--- config.mk ---
export PLATFORM = sky130hd
export DESIGN_NAME = mdu_execute_unit
export DESIGN_NICKNAME = d
export VERILOG_FILES = /design/src/rtl/mdu_execute_unit.sv
export SDC_FILE = /design/constraint.sdc
export NUM_CORES = 2
export LEC_CHECK = 0
export CORE_ASPECT_RATIO = 0.9
export CORE_UTILIZATION = 29
export DETAILED_ROUTE_END_ITERATION = 10
export DONT_BUFFER_PORTS = 1
export GPL_TIMING_DRIVEN = 1
export PLACE_DENSITY = 0.42
export SLEW_MARGIN = 20
export SYNTH_ARGS = -nofsm -noshare
export SYNTH_HDL_FRONTEND = slang
export SYNTH_SLANG_ARGS = --single-unit
export TNS_END_PERCENT = 1
--- constraint.sdc ---
create_clock -name clk -period 14.3 [get_ports clk]
set_input_delay 2.86 -clock clk [delete_from_list [all_inputs] [get_ports clk]]
set_output_delay 2.86 -clock clk [all_outputs]
set_load 0.02 [all_outputs]
--- src/rtl/mdu_execute_unit.sv ---
// RV32M multiply/divide unit for the EX stage: single-cycle multiply, 32-step
// restoring divide, and special-case divides that finish without iterating.
module mdu_execute_unit #(
  parameter int XLEN      = 32,
  parameter int DIV_ITERS = 32
) (
  input  logic            clk,
  input  logic            rst,
  input  logic            start,
  input  logic            flush,
  input  logic [2:0]      funct3E,
  input  logic [XLEN-1:0] opA,
  input  logic [XLEN-1:0] opB,
  input  logic [4:0]      waddrE,
  output logic            stall,
  output logic            busy,
  output logic            done,
  output logic [XLEN-1:0] result,
  output logic [4:0]      waddrM
);

  typedef enum logic [1:0] {
    ST_IDLE = 2'd0,
    ST_MUL  = 2'd1,
    ST_DIV  = 2'd2,
    ST_DONE = 2'd3
  } state_t;

  state_t            state_r, next_state_s;
  logic [XLEN-1:0]   op_a_r, op_b_r, quo_r, rem_r, div_r, result_r;
  logic [1:0]        funct3_r;
  logic [4:0]        waddr_r, waddrm_r, cnt_r;
  logic              neg_q_r, neg_r_r, done_r, busy_r;

  logic              accept_s, div_zero_s, ovf_s, special_s, sgn_op_s;
  logic [XLEN-1:0]   special_res_s, mag_a_s, mag_b_s;
  logic [2*XLEN-1:0] a_ext_s, b_ext_s, prod_s;
  logic [XLEN-1:0]   mul_res_s;
  logic [XLEN:0]     rem_shift_s, diff_s;
  logic [XLEN-1:0]   step_quo_s, step_rem_s, q_fix_s, r_fix_s, div_res_s;
  logic              last_iter_s;

  // Request decode and special-case divide detection on the live operands
  always_comb begin
    accept_s   = (state_r == ST_IDLE) && start && !flush;
    sgn_op_s   = !funct3E[0];
    div_zero_s = (opB == 32'h0000_0000);
    ovf_s      = sgn_op_s && (opA == 32'h8000_0000) && (opB == 32'hFFFF_FFFF);
    special_s  = funct3E[2] && (div_zero_s || ovf_s);
    if (div_zero_s) begin
      special_res_s = funct3E[1] ? opA : 32'hFFFF_FFFF;
    end else begin
      special_res_s = funct3E[1] ? 32'h0000_0000 : 32'h8000_0000;
    end
    mag_a_s = (sgn_op_s && opA[31]) ? -opA : opA;
    mag_b_s = (sgn_op_s && opB[31]) ? -opB : opB;
  end

  // Multiplier: sign-extend per op so the low 64 bits of the product are exact
  always_comb begin
    a_ext_s = (funct3_r == 2'b01 || funct3_r == 2'b10) ? {{XLEN{op_a_r[31]}}, op_a_r} : {{XLEN{1'b0}}, op_a_r};
    b_ext_s = (funct3_r == 2'b01) ? {{XLEN{op_b_r[31]}}, op_b_r} : {{XLEN{1'b0}}, op_b_r};
    prod_s  = a_ext_s * b_ext_s;
    if (funct3_r == 2'b00) begin
      mul_res_s = prod_s[XLEN-1:0];
    end else begin
      mul_res_s = prod_s[2*XLEN-1:XLEN];
    end
  end

  // One restoring-division step plus sign fixup of its outcome
  always_comb begin
    rem_shift_s = {rem_r, quo_r[31]};
    diff_s      = rem_shift_s - {1'b0, div_r};
    if (!diff_s[XLEN]) begin
      step_rem_s = diff_s[XLEN-1:0];
      step_quo_s = {quo_r[30:0], 1'b1};
    end else begin
      step_rem_s = rem_shift_s[XLEN-1:0];
      step_quo_s = {quo_r[30:0], 1'b0};
    end
    q_fix_s     = neg_q_r ? -step_quo_s : step_quo_s;
    r_fix_s     = neg_r_r ? -step_rem_s : step_rem_s;
    div_res_s   = funct3_r[1] ? r_fix_s : q_fix_s;
    last_iter_s = (cnt_r == 5'(DIV_ITERS - 1));
  end

  // Next-state logic
  always_comb begin
    next_state_s = state_r;
    case (state_r)
      ST_IDLE: begin
        if (!accept_s) begin
          next_state_s = ST_IDLE;
        end else if (!funct3E[2]) begin
          next_state_s = ST_MUL;
        end else if (special_s) begin
          next_state_s = ST_DONE;
        end else begin
          next_state_s = ST_DIV;
        end
      end
      ST_MUL:  next_state_s = flush ? ST_IDLE : ST_DONE;
      ST_DIV: begin
        if (flush) begin
          next_state_s = ST_IDLE;
        end else if (last_iter_s) begin
          next_state_s = ST_DONE;
        end else begin
          next_state_s = ST_DIV;
        end
      end
      ST_DONE: next_state_s = ST_IDLE;
      default: next_state_s = ST_IDLE;
    endcase
  end

  // State, datapath and output registers
  always_ff @(posedge clk) begin
    if (rst) begin
      state_r  <= ST_IDLE;
      op_a_r   <= 32'h0000_0000;
      op_b_r   <= 32'h0000_0000;
      quo_r    <= 32'h0000_0000;
      rem_r    <= 32'h0000_0000;
      div_r    <= 32'h0000_0000;
      result_r <= 32'h0000_0000;
      funct3_r <= 2'b00;
      waddr_r  <= 5'd0;
      waddrm_r <= 5'd0;
      cnt_r    <= 5'd0;
      neg_q_r  <= 1'b0;
      neg_r_r  <= 1'b0;
      done_r   <= 1'b0;
      busy_r   <= 1'b0;
    end else begin
      state_r <= next_state_s;
      done_r  <= (next_state_s == ST_DONE);
      busy_r  <= (next_state_s != ST_IDLE);
      case (state_r)
        ST_IDLE: begin
          if (accept_s) begin
            op_a_r   <= opA;
            op_b_r   <= opB;
            funct3_r <= funct3E[1:0];
            waddr_r  <= waddrE;
            quo_r    <= mag_a_s;
            rem_r    <= 32'h0000_0000;
            div_r    <= mag_b_s;
            cnt_r    <= 5'd0;
            neg_q_r  <= sgn_op_s && (opA[31] ^ opB[31]);
            neg_r_r  <= sgn_op_s && opA[31];
            if (special_s) begin
              result_r <= special_res_s;
              waddrm_r <= waddrE;
            end
          end
        end
        ST_MUL: begin
          if (!flush) begin
            result_r <= mul_res_s;
            waddrm_r <= waddr_r;
          end
        end
        ST_DIV: begin
          if (!flush) begin
            quo_r <= step_quo_s;
            rem_r <= step_rem_s;
            cnt_r <= cnt_r + 5'd1;
            if (last_iter_s) begin
              result_r <= div_res_s;
              waddrm_r <= waddr_r;
            end
          end
        end
        default: begin
          cnt_r <= 5'd0;
        end
      endcase
    end
  end

  // Stall must react in the same cycle the request appears
  always_comb begin
    stall = accept_s || (state_r == ST_MUL) || (state_r == ST_DIV);
  end

  assign busy   = busy_r;
  assign done   = done_r;
  assign result = result_r;
  assign waddrM = waddrm_r;

endmodule

==> reports/qor.yml <==
synthesis:
  synth_nets: 8926
  synth_cell_types: 99
  synth_area_per_cell_um2: 8.77
  ys_seq_area_share_pct: 6.90
  syn_inst: 7078
  synth-seq-cells: 214
  yosysTopAreaCellShare_pct: 45.9
  synth_top_area_cell: "fa_1"
  async_flop_share_pct: 0
  synth_area_um2: 62100
  synth-edff-count: 0
  yosysWarnings: 0
  synth_ff_type: "dfxtp_1"
  synthTopCellsByArea: "fa_1 46%, inv_1 9.6%, ha_1 7.0%, dfxtp_1 6.9%, nand2_1 5.9%"
placed_design:
  dp_hpwl_mm: 183
  dp_worst_setup_slack_ns: 1.80
  dp.cells: 9651
  placed_cell_area_um2: 65000
  place_congestion: 0.929
  placement.io_buffers: 0
clock_tree:
  cts_resized: 0
  postCtsHoldBufs: 0
  clock_latency_ns: 0.59
  cts_made_buffers: 27
  cts_setup_buffers: 0
  cts.sinks: 214
  tritoncts: "yes"
  cts-root-buf: "clkbuf_16"
  cts_max_level: 1
  clk_pin_slew_ns: 0.07
  cts_buffer_depth: 3
timing:
  max_freq_ghz: 0.0798
  finClkSkew_ns: 0.0375
  tns_ns: 0
  drv_slew: 0
  setup_slack_ns: 1.77
  hold-worst-slack_ns: 0.451
  fin_crit_ns: 12.53
  hold_viol_final: 0
  slew_headroom_pct: 24.8
  rsz0062_at_grt: "no"
  worst-slew-pin-transition_ns: 1.13
  setup_violations: 0
  post-route-period-util_pct: 87.6
power:
  p_per_area_nw_per_um2: 34.7
  leakagePower_nw: 32.0
  peakVddDrop_mv: 0.0823
route:
  routedWlPerCell_um: 23.4
  drtIter0Drc: 3335
  vias: 47102
  ant_nets: 0
  drt_wl_total_mm: 227
  viasPerCell: 4.85
  drc: 0
  drtPass1Iterations: 6
setup_path:
  cpMostUsedCell: "fa_1"
  critPathLaunchType: "flip-flop"
  path_class: "reg2reg"
  worst_r2r_endpoint: "result[29]$_SDFFE_PP0P_"
  critical_path_buf_inv_count: 7
  critPathSlowestCell: "ha_1"
  r2r_start: "funct3_r[1]$_SDFFE_PP0P_"
  crit_required_ns: 14.80
  critPathCaptureType: "flip-flop"
  reg2reg_slack_ns: 1.77
  crit_fanout: 24
  reg2reg_depth: 30
  cp.arrival_ns: 13.03
  slowest_delay_ns: 0.93
  crit_family: "adder cells"
min_path:
  holdPathEnd: "waddr_r[0]$_SDFFE_PP0P_"
  hold_class: "reg2reg"
  hp-start: "waddr_r[0]$_SDFFE_PP0P_"
  worstHoldPathCells: 2
die:
  die_width_um: 490
  die_h_um: 441
  ios: 116
  initial_core_util_pct: 29.3
  core_area_um2: 212000
  num_rows: 160
  die-area_um2: 216000
cells_and_area:
  final_common_cell: "inv_1"
  mostFrequentLayoutCells: "1594 x inv_1, 1424 x fa_1, 981 x nand2_1"
  fin_nets: 8693
  final_cell_count_no_fill: 9702
  n_fill_cell: 22537
  final_area_um2: 66000
  area_delta_synth_final_pct: 6.31
  drive_gt1_share_pct: 3.45
global_routing:
  grt_pass1_wl_mm: 342
  grt_usage_pct: 21.4
  antenna_found_initial: 11
  globalRouteOverflowTotal: 0
  grt_pass1_vias: 50694
  grt_max_degree: 193
job:
  maxCapViolations: 0
run_status:
  status: "finished clean"
-- metrics by stage --
| step | power, W | util, % |
|---|---|---|
| 6_report | 0.00229 | 31.1 |
| 3_5_place_dp | 0.00157 | 30.7 |
| 3_3_place_gp | 0.00157 | 30.7 |
| 2_1_floorplan | 0.00123 | - |
| 5_1_grt | 0.00243 | 31.1 |
| 4_1_cts | 0.00231 | 31.1 |
-- metal layers --
layer  wire length, µm  track usage [%]
met1            106000             31.0
met2            105000             35.1
met3             10300             1.73
met4              4860             3.83
met5                17                0
-- power breakdown --
group          switching (W)  internal (W)  leakage, nW
clock network       0.000314      0.000422        0.443
registers          0.0000461      0.000619         1.75
logic               0.000602      0.000287         29.8
-- sequential cells by signal, summed over array words and instances (netlist names) --
register	count
waddr_r	5
waddrM	5
neg_q_r	1
busy	1
op_b_r	32
rem_r	32
state_r	2
funct3_r	2
result	32
neg_r_r	1
done	1
quo_r	32
div_r	31
cnt_r	5
op_a_r	32
-- worst min-delay path, delay by kind of cell, from the launching register on --
kind,cells,cell delay [ns]
AND/OR/NAND/NOR,1,0.05
flip-flops,1,0.31
AO/OA/AOI/OAI,1,0.05
-- final cells by class --
type                       instances  area, µm²  area share [%]
sequential                       214       4320            6.55
timing repair buffer             100        751            1.14
inverter                        1595       5990            9.08
tap                             2835       3550            5.38
clock buffer                      33        738            1.12
clock inverter                    16        176           0.267
antenna                            2       5.00         0.00759
multi-input combinational       4907      50400            76.5
-- cell families after synthesis --
| family | count (synthesis) | synth area share, % |
|---|---|---|
| buffers and inverters | 1957 | 11.9 |
| xor gates and xnor gates | 241 | 3.42 |
| DFF | 214 | 6.90 |
| and+or+nand+nor | 2019 | 15.6 |
| muxes | 27 | 0.454 |
| adders and majority gates | 1776 | 53.0 |
| AOI/OAI and AO/OA | 844 | 8.73 |
-- synth_stat cells, types with 9 or more instances --
library cell	count
xnor2_1	162
inv_1	1594
nor3b_1	11
o31ai_1	38
o21ai_0	161
xor2_1	78
or3_1	26
a211oi_1	42
o21bai_1	17
buf_2	9
dfxtp_1	214
nor2b_1	14
nand3_1	31
and3_1	34
o21a_1	11
a22oi_1	31
a21oi_1	284
a31oi_1	26
buf_1	13
nor4_1	13
mux2i_1	20
nand2b_1	24
o221ai_1	11
nor2_1	222
o211ai_1	30
and2_1	518
a221oi_1	12
clkbuf_1	340
o41ai_1	25
a21o_1	50
nand2_1	982
ha_1	348
nand4_1	32
o2111ai_1	9
or4_1	16
or2_2	10
nor3_1	47
a311oi_1	9
fa_1	1424
-- how the worst max path moves through the flow --
stage                                    to  slack [ns]                      from  cells past startpoint
finish              result[29]$_SDFFE_PP0P_        1.77  funct3_r[1]$_SDFFE_PP0P_                     30
floorplan           result[29]$_SDFFE_PP0P_        3.98  funct3_r[1]$_SDFFE_PP0P_                     33
CTS                 result[29]$_SDFFE_PP0P_        1.78  funct3_r[1]$_SDFFE_PP0P_                     30
global route        result[29]$_SDFFE_PP0P_        1.23  funct3_r[1]$_SDFFE_PP0P_                     32
global placement    result[29]$_SDFFE_PP0P_        2.04  funct3_r[1]$_SDFFE_PP0P_                     30
detailed placement  result[29]$_SDFFE_PP0P_        1.80  funct3_r[1]$_SDFFE_PP0P_                     30
No activity file was read; power rests on OpenSTA's default activity.
